### src/rtl/iir_z2r_arbiter_if.sv
// Requester / result bus for iir_z2r_arbiter.
//   req_valid/req_ready : one valid/ready pair per requester
//   req_data            : requester i word at [16i+15:16i], two's complement
//   out_valid/out_ready : result handshake
//   out_data            : IEEE-754 single {sign, exp[7:0], frac[22:0]}
//   out_id              : requester index that produced out_data
// master = requesters + downstream consumer, slave = the arbiter.
interface iir_z2r_arbiter_if #(
  parameter int unsigned NUM_REQ = 4,
  parameter int unsigned ID_W    = 2
);
  logic [NUM_REQ-1:0]    req_valid;
  logic [NUM_REQ-1:0]    req_ready;
  logic [16*NUM_REQ-1:0] req_data;
  logic                  out_valid;
  logic                  out_ready;
  logic [31:0]           out_data;
  logic [ID_W-1:0]       out_id;

  modport master (
    output req_valid, req_data, out_ready,
    input  req_ready, out_valid, out_data, out_id
  );

  modport slave (
    input  req_valid, req_data, out_ready,
    output req_ready, out_valid, out_data, out_id
  );
endinterface

### src/rtl/iir_z2r_arbiter.sv
// Round-robin arbiter in front of a shared int16 -> float32 converter.
// Two pipeline stages: S1 captures the granted word, S2 holds the converted result.
// Ports:
//   clk   : rising-edge clock
//   rst_n : asynchronous active-low reset
//   bus   : iir_z2r_arbiter_if slave (requests in, converted result out)
//   busy  : high while either stage holds data
module iir_z2r_arbiter #(
  parameter int unsigned NUM_REQ = 4,
  parameter int unsigned ID_W    = 2
) (
  input  logic                  clk,
  input  logic                  rst_n,
  iir_z2r_arbiter_if.slave      bus,
  output logic                  busy
);

  // Exact conversion: a 16-bit magnitude always fits in the 24-bit significand.
  function automatic logic [31:0] int_to_f32(input logic [15:0] d);
    logic [15:0] mag;
    logic [3:0]  p;
    logic [23:0] norm;
    logic [7:0]  exp;
    mag = d[15] ? (~d + 16'd1) : d;  // -32768 wraps to 0x8000, which is the right magnitude
    p = '0;
    for (int unsigned b = 0; b < 16; b++) begin
      if (mag[b]) p = 4'(b);           // highest set bit wins
    end
    norm = {8'b0, mag} << (5'd23 - {1'b0, p});
    exp  = 8'd127 + {4'b0, p};
    return (mag == 16'd0) ? 32'd0 : {d[15], exp, norm[22:0]};
  endfunction

  logic            s1_valid_q, s1_valid_d;
  logic [15:0]     s1_data_q, s1_data_d;
  logic [ID_W-1:0] s1_id_q, s1_id_d;
  logic            out_valid_q, out_valid_d;
  logic [31:0]     out_data_q, out_data_d;
  logic [ID_W-1:0] out_id_q, out_id_d;
  logic [ID_W-1:0] ptr_q, ptr_d;

  logic            s2_adv;
  logic            s1_free;
  logic            grant_found;
  logic [ID_W-1:0] grant_idx;
  logic [15:0]     grant_data;
  logic            handshake;

  assign s2_adv    = s1_valid_q & (~out_valid_q | bus.out_ready);
  assign s1_free   = ~s1_valid_q | s2_adv;
  assign handshake = grant_found & s1_free;

  // Search from ptr, wrapping modulo NUM_REQ; first valid requester wins.
  always_comb begin
    int unsigned cand;
    grant_found = 1'b0;
    grant_idx   = '0;
    for (int unsigned i = 0; i < NUM_REQ; i++) begin
      cand = 32'(ptr_q) + i;
      if (cand >= NUM_REQ) cand = cand - NUM_REQ;
      if (!grant_found && bus.req_valid[ID_W'(cand)]) begin
        grant_found = 1'b1;
        grant_idx   = ID_W'(cand);
      end
    end
  end

  always_comb begin
    grant_data = '0;
    for (int unsigned k = 0; k < NUM_REQ; k++) begin
      if (grant_idx == ID_W'(k)) grant_data = bus.req_data[k*16 +: 16];
    end
  end

  always_comb begin
    bus.req_ready = '0;
    if (grant_found) bus.req_ready[grant_idx] = s1_free;
  end

  // Next state for S1, pointer and S2.
  always_comb begin
    s1_valid_d  = s1_valid_q;
    s1_data_d   = s1_data_q;
    s1_id_d     = s1_id_q;
    ptr_d       = ptr_q;
    out_valid_d = out_valid_q;
    out_data_d  = out_data_q;
    out_id_d    = out_id_q;

    if (handshake) begin
      s1_valid_d = 1'b1;
      s1_data_d  = grant_data;
      s1_id_d    = grant_idx;
      ptr_d      = (grant_idx == ID_W'(NUM_REQ - 1)) ? '0 : grant_idx + 1'b1;
    end else if (s2_adv) begin
      s1_valid_d = 1'b0;
    end

    if (s2_adv) begin
      out_valid_d = 1'b1;
      out_data_d  = int_to_f32(s1_data_q);
      out_id_d    = s1_id_q;
    end else if (bus.out_ready) begin
      out_valid_d = 1'b0;
    end
  end

  always_ff @(posedge clk or negedge rst_n) begin
    if (!rst_n) begin
      s1_valid_q  <= 1'b0;
      s1_data_q   <= '0;
      s1_id_q     <= '0;
      ptr_q       <= '0;
      out_valid_q <= 1'b0;
      out_data_q  <= '0;
      out_id_q    <= '0;
    end else begin
      s1_valid_q  <= s1_valid_d;
      s1_data_q   <= s1_data_d;
      s1_id_q     <= s1_id_d;
      ptr_q       <= ptr_d;
      out_valid_q <= out_valid_d;
      out_data_q  <= out_data_d;
      out_id_q    <= out_id_d;
    end
  end

  assign bus.out_valid = out_valid_q;
  assign bus.out_data  = out_data_q;
  assign bus.out_id    = out_id_q;
  assign busy          = s1_valid_q | out_valid_q;

endmodule

### src/flat_wrapper.sv
// flat-port wrapper written by rule: the top's interface ports become plain ports
module iir_z2r_arbiter_flat 
#(
  parameter int unsigned NUM_REQ = 4,
  parameter int unsigned ID_W    = 2
)
  (clk, rst_n, busy, bus_req_valid, bus_req_data, bus_out_ready, bus_req_ready, bus_out_valid, bus_out_data, bus_out_id);
  iir_z2r_arbiter_if #(.NUM_REQ(NUM_REQ), .ID_W(ID_W)) bus_i ();
  input  logic clk;
  input  logic rst_n;
  output logic busy;
  input wire logic [$bits(bus_i.req_valid)-1:0] bus_req_valid;
  input wire logic [$bits(bus_i.req_data)-1:0] bus_req_data;
  input wire logic [$bits(bus_i.out_ready)-1:0] bus_out_ready;
  output wire logic [$bits(bus_i.req_ready)-1:0] bus_req_ready;
  output wire logic [$bits(bus_i.out_valid)-1:0] bus_out_valid;
  output wire logic [$bits(bus_i.out_data)-1:0] bus_out_data;
  output wire logic [$bits(bus_i.out_id)-1:0] bus_out_id;
  assign bus_i.req_valid = bus_req_valid;
  assign bus_i.req_data = bus_req_data;
  assign bus_i.out_ready = bus_out_ready;
  assign bus_req_ready = bus_i.req_ready;
  assign bus_out_valid = bus_i.out_valid;
  assign bus_out_data = bus_i.out_data;
  assign bus_out_id = bus_i.out_id;
  iir_z2r_arbiter #(.NUM_REQ(NUM_REQ), .ID_W(ID_W)) u_core (.clk(clk), .rst_n(rst_n), .bus(bus_i), .busy(busy));
endmodule
### config.mk
export PLATFORM = sky130hd
export DESIGN_NAME = iir_z2r_arbiter_flat
export DESIGN_NICKNAME = d
export VERILOG_FILES = /design/src/rtl/iir_z2r_arbiter_if.sv /design/src/rtl/iir_z2r_arbiter.sv /design/src/flat_wrapper.sv
export SDC_FILE = /design/constraint.sdc
export NUM_CORES = 1
export LEC_CHECK = 0
export ABC_AREA = 0
export BUFFER_PORTS_ARGS = -buffer_cell sky130_fd_sc_hd__buf_2
export CORE_ASPECT_RATIO = 1.1
export CORE_MARGIN = 3
export CORE_UTILIZATION = 40
export CTS_CLUSTER_SIZE = 8
export DETAILED_ROUTE_END_ITERATION = 10
export PLACE_DENSITY = 0.66
export RECOVER_POWER = 25
export SYNTH_ARGS = -nofsm -noshare
export SYNTH_HDL_FRONTEND = slang
export SYNTH_SLANG_ARGS = --single-unit
### constraint.sdc
create_clock -name clk -period 6.1 [get_ports clk]
set_input_delay 0.61 -clock clk [delete_from_list [all_inputs] [get_ports clk]]
set_output_delay 0.61 -clock clk [all_outputs]
set_load 0.005 [all_outputs]
# After elaboration in Yosys (flattened, before gate mapping)
# Index checks and enable logic that the tools add are counted.
dict set report word_totals {
  ff_bits 56
  elab_cells 102
}
dict set report classes {
  n_addsub 11
  magnitude_cmp 10
  n_eq_ne 3
  shift 1
  mux 50
  n_bitwise 9
  reduce_logical 11
}
# cell count
set op_table {}
lappend op_table {{2-to-1 mux 16 bit} 5}
lappend op_table {{2-to-1 mux 4 bit} 10}
lappend op_table {{2-to-1 mux 32 bit} 1}
lappend op_table {{<< shifter 16 x 5 -> 23 bit} 1}
lappend op_table {{2-to-1 mux 2 bit} 11}
lappend op_table {{adder 16 x 1 -> 16 bit (second input constant)} 1}
lappend op_table {{zero test 16 bit} 1}
lappend op_table {{inverter 16 bit} 1}
lappend op_table {{less-than comparator 2 x 3 -> 1 bit (second input constant)} 5}
lappend op_table {{2-to-1 mux 1 bit} 14}
lappend op_table {{2-to-1 mux 3 bit} 4}
lappend op_table {{>= comparator 3 bit (second input constant)} 3}
lappend op_table {{adder 7 x 4 -> 8 bit (first input constant)} 1}
lappend op_table {{binary-select mux 1 bit (select 2 bit)} 4}
lappend op_table {{subtractor 2 x 1 -> 2 bit (second input constant)} 4}
lappend op_table {{adder 2 x 2 -> 3 bit (second input constant)} 2}
lappend op_table {{subtractor 5 x 4 -> 5 bit (first input constant)} 1}
lappend op_table {{bitwise AND 4 bit} 1}
lappend op_table {{equality test 2 bit (second input constant)} 2}
lappend op_table {{logical AND 1 bit} 4}
lappend op_table {{nonzero test 2 bit} 2}
lappend op_table {{adder 2 x 1 -> 3 bit (second input constant)} 1}
lappend op_table {{>= comparator 2 x 3 -> 1 bit (second input constant)} 1}
lappend op_table {{zero test 1 bit} 3}
lappend op_table {{8 further kinds} 12}

# Longest topological paths before layout
dict set report depth {
  depth_word 22
  mapped_depth 15
  ltp_nobuf 12
}

# Worst setup path after synthesis
# No wires, ideal clock.
dict set report synth_path {
  kind {reg2reg}
  start {register u_core.s1_data_q[0]}
  end {register u_core.out_data_q[22], in the netlist u_core.bus.out_data[22]}
  t_arrival_ns 3.566
  required_time_ns 6.027
  slack_ns 2.461
  path_stages_with_launch 15
  n_path_buf 2
  synth_period_minus_slack_ns 3.639
  path_cell_list {dfrtp_1 > clkbuf_1 > inv_1 > ha_1 > or4b_2 > o311a_1 > o221a_1 > o21a_1 > a211o_1 > buf_6 > nand2_4 > inv_4 > a211o_1 > a311o_1 > a2bb2oi_2}
}
dict set report synth_via {
  elab_chain_len 22
  elab_cells_between_ends 23
  cone_classes {add/sub: 2; shift: 1; mux: 18; bitwise: 1; reduce/logical: 1}
}
# item line_no
set synth_rtl {}
lappend synth_rtl {{from (decl)} iir_z2r_arbiter.sv:35} ;# logic [15:0] s1_data_q, s1_data_d;
lappend synth_rtl {{from (signal assigned)} iir_z2r_arbiter.sv:119} ;# s1_data_q <= s1_data_d;
lappend synth_rtl {{inverter 16 bit} iir_z2r_arbiter.sv:24} ;# mag = d[15] ? (~d + 16'd1) : d;
lappend synth_rtl {{adder 16 x 1 -> 16 bit} iir_z2r_arbiter.sv:24}
lappend synth_rtl {{2-to-1 mux 16 bit *} iir_z2r_arbiter.sv:24}
lappend synth_rtl {{2-to-1 mux 1 bit} iir_z2r_arbiter.sv:27} ;# if (mag[b]) p = 4'(b);
lappend synth_rtl {{2-to-1 mux 2 bit (2 in a row)} iir_z2r_arbiter.sv:27}
lappend synth_rtl {{2-to-1 mux 3 bit (4 in a row)} iir_z2r_arbiter.sv:27}
lappend synth_rtl {{2-to-1 mux 4 bit (8 in a row)} iir_z2r_arbiter.sv:27}
lappend synth_rtl {{2-to-1 mux 4 bit} iir_z2r_arbiter.sv:99} ;# if (s2_adv) begin
lappend synth_rtl {{subtractor 5 x 4 -> 5 bit} iir_z2r_arbiter.sv:29} ;# norm = {8'b0, mag} << (5'd23 - {1'b0, p});
lappend synth_rtl {{<< shifter 16 x 5 -> 23 bit} iir_z2r_arbiter.sv:29}
lappend synth_rtl {{2-to-1 mux 32 bit *} iir_z2r_arbiter.sv:31} ;# return (mag == 16'd0) ? 32'd0 : {d[15], exp, norm[22:0]};
lappend synth_rtl {{to (signal assigned)} iir_z2r_arbiter.sv:123} ;# out_data_q <= out_data_d;
lappend synth_rtl {{to (decl)} iir_z2r_arbiter.sv:38} ;# logic [31:0] out_data_q, out_data_d;
# Mark *: on every way between the ends. The rest lies on a longest branch, timed or not. The select of a mux whose other input is x is not followed.
# A chain may end at the register's enable or synchronous reset.

# Worst setup path after layout
dict set report layout_path {
  start {register u_core.s1_data_q[0]}
  end {register u_core.out_data_q[16], in the netlist u_core.bus.out_data[16]}
}
# The elaborated chain is that of the path after synthesis.

==> results.md <==
* Placed instance count at 777
* Skew final at 6.47 ps
* Critical-path top delay cell: or4b_2
* CTS Buf Count at 5
* Fill cell count at 1127
* Via count at between 4k and 5k
* Critical path peak fanout at 20
* Share of layout cells above drive strength 1 at 0.234
* CP Capture Type: flip-flop
* Cells after synthesis at about 560
* Initial antenna violation count at 0
* Initial DRT Pass Iterations at 5
* CTS tree: yes
* Final hold violations at 0
* Ys Warns at 0
* Crit path cell chain: inv_1 > ha_1 > or4b_2 > nor4_1 > o21ai_0 > and2_1 > o21ai_2 > and2_1 > inv_2 > o41ai_1 > o21ai_1 > o41ai_2
* Final setup vio count at 0
* Count leader, synth: nor2_1
* Slew @ Worst Pin at slightly below 3000 ps
* Fin cells at 785
* Maximum vdd drop at ~0.22 mV
* DIE AREA at between 0.01 and 0.015 mm2
* All-Layer GR Usage at 0.215
* Slowest stage delay, CP at slightly below 700 ps
* Outcome: complete, but fails checks
* RSZ-0062 raised after global routing: no
* Worst min path class: reg -> reg
* Number of DRC markers in iteration 0 at about 220
* Post-route DRC at 0
* Ports at approximately 110
* Met3 WL post-DR at 887 um
* Largest net degree at the start of global routing at between 50 and 60
* Minimum clock period at about 4700 ps
* Hold Path Depth at 2
* Max Freq at roughly 210 MHz
* Num rows at 39
* Area contributors post-synth: dfrtp_1 (31%), a21oi_1 (6.5%), nor2_1 (5.4%)
* M1 WL at 5680 um
* Met2 routed wirelength at approximately 6400 um
* Vias in the first global route at 4268
* Worst setup margin at around 1400 ps
* Post-CTS Hold Buffers at 0
* Clock latency at the later pin of the worst-skew pair at around 300 ps
* Bufs on Longest Clock Path at 2
* Core box area at 0.0106 mm2
* Pwr Density at between 600 and 700 mW/mm2
* Postcts setup bufs at 0
* Syn_area_per_cell at ~8 um2
* DRT Wirelength at about 13000 um
* Ys flop type: dfrtp_1
* CP startpoint: u_core.s1_data_q[0]$_DFFE_PN0P_
* Post-Layout Inst Area at 0.00519 mm2
* Routed Antenna Nets at 0
* R2R cell count at 12
* WP data arrival at a little under 5000 ps
* Clk sinks at between 50 and 60
* Rel. slew slack at -0.951
* Place WS at 1510 ps
* DIE WIDTH at around 110 um
* Register area at about 0.0014 mm2
* Hold Path Origin: u_core.s1_id_q[0]$_DFFE_PN0P_
* Commonest cells in the netlist: nor2_1 (64), a21oi_1 (58), nand2_1 (58)
* FF-to-FF Start: u_core.s1_data_q[0]$_DFFE_PN0P_
* Buf/Inv on CP at 2
* DP HPWL at 10200 um
* Crit path depth at 12
* LEAKAGE at approximately 2.3 nW
* Critical path class: reg -> reg
* H-tree depth at 2
* Largest area contributor in the netlist: dfrtp_1
* Congestion Overflow GR at 0
* Startpoint class of the critical path: flip-flop
* Synth cell types at a little over 80
* Post-synthesis sequential area ratio at 0.309
* Failing checks: capacitance limit, slew limit
* Crit-path leading delay family: simple AND/OR/NAND/NOR gates
* GP Congestion at 0.946
* Maxcap violations at 1
* ANT cells at 0
* Mapped Nets at between 600 and 700
* Post-DP Area at 0.00501 mm2
* CP most frequent cell: and2_1
* Async SR Flop Fraction at 1.00
* Multi-input gate area at roughly 0.0028 mm2
* Die Ht at approximately 120 um
* Routed len/inst at roughly 17 um
* Syn Std Cell Area at ~0.0045 mm2
* WP data required at 6300 ps
* Max layer used: met4
* Synth top area share at 0.309
* Port-buffer cells at 110
* Synth-to-Final Area Change at 16.4%
* First-pass GRT wire length at 21700 um
* Vias per cell at slightly below 6
* Final period utilization at 0.768
* Synthesized flop and latch total at 55
* Final Net Count at 720
* Slew Limit Fails at between 50 and 60
* CTS resizes at 0
* EDFF count, synth at 0
* Initial core utilization at 0.419
* Worst-path clk slew at approximately 80 ps
* Root Driver: clkbuf_16
* Final TNS setup at 0 ps
placed cells by master (no fill, tap or decap), types with 4 or more instances in the layout:
cell,instances
a211o_1,7
a211oi_1,14
a21o_1,4
a21oi_1,57
a221oi_1,6
a22oi_1,18
a31oi_1,4
and2_1,17
buf_2,110
buf_4,4
clkbuf_16,5
dfrtp_1,55
ha_1,8
inv_1,12
mux2_2,4
mux2i_1,5
nand2_1,58
nand2b_1,9
nand3_1,10
nor2_1,64
nor3_1,8
o211ai_1,6
o21ai_0,42
o21ai_1,4
or3_1,4
xnor2_1,9
xor2_1,4
per-stage QoR:
step / hold slack, ps / power (mW) / util
floorplan: 314 / 2.32 / -
detailed placement: 459 / 2.86 / 0.471
global route: 498 / 3.50 / 0.488
global placement: 452 / 2.89 / 0.471
finish: 470 / 3.23 / 0.488
CTS: 467 / 3.22 / 0.488
where the power goes:
group | internal (mW) | switching [mW] | total [mW]
Sequential | 0.490 | 0.176 | 0.665
Clock | 0.198 | 0.147 | 0.345
Combinational | 0.825 | 1.40 | 2.22
path summary, 6_finish.rpt:
| kind | end | slack [ps] |
|---|---|---|
| min in group asynchronous | u_core.bus.out_data[25]$_DFFE_PN0P_ | 1350 |
| max in group asynchronous | u_core.s1_data_q[1]$_DFFE_PN0P_ | 3100 |
| worst max-delay path | u_core.bus.out_data[16]$_DFFE_PN0P_ | 1420 |
| worst min-delay path | u_core.bus.out_id[0]$_DFFE_PN0P_ | 470 |
| worst min register to register | u_core.bus.out_id[0]$_DFFE_PN0P_ | 470 |
| worst max register to register | u_core.bus.out_data[16]$_DFFE_PN0P_ | 1420 |
worst register-to-register path, delay by kind of cell, from the launching register on:
family,cells,cell delay [ps]
AOI/OAI and AO/OA,5,1230
adders and majority gates,1,430
buffers and inverters,2,500
DFF,1,490
and+or+nand+nor,4,1930
final cells by class:
type	count	share of cell area
Multi-Input combinational cell	449	0.542
Tap cell	143	0.0345
Timing Repair Buffer	115	0.113
Clock inverter	3	0.0106
Clock buffer	5	0.0241
Sequential cell	55	0.265
Inverter	15	0.0113
state kept, by name, indices dropped and copies added, names as in the netlist:
signal                count
u_core.s1_id_q            2
u_core.s1_valid_q         1
u_core.bus.out_id         2
u_core.bus.out_data      31
u_core.s1_data_q         16
u_core.bus.out_valid      1
u_core.ptr_q              2
per-layer routing:
layer  vias to the layer above  track usage
li1                       2241            -
met1                      2096        0.271
met2                       206        0.372
met3                        25       0.0392
met4                         0       0.0750
met5                         -            0
logic make-up after synthesis:
family / share of synthesized area
AOI/OAI and AO/OA: 0.337
and+or+nand+nor: 0.220
buffers and inverters: 0.0614
DFF: 0.309
xor gates and xnor gates: 0.0292
muxes: 0.0213
adders and majority gates: 0.0224
Note: power is estimated with default switching activity, not from simulation.
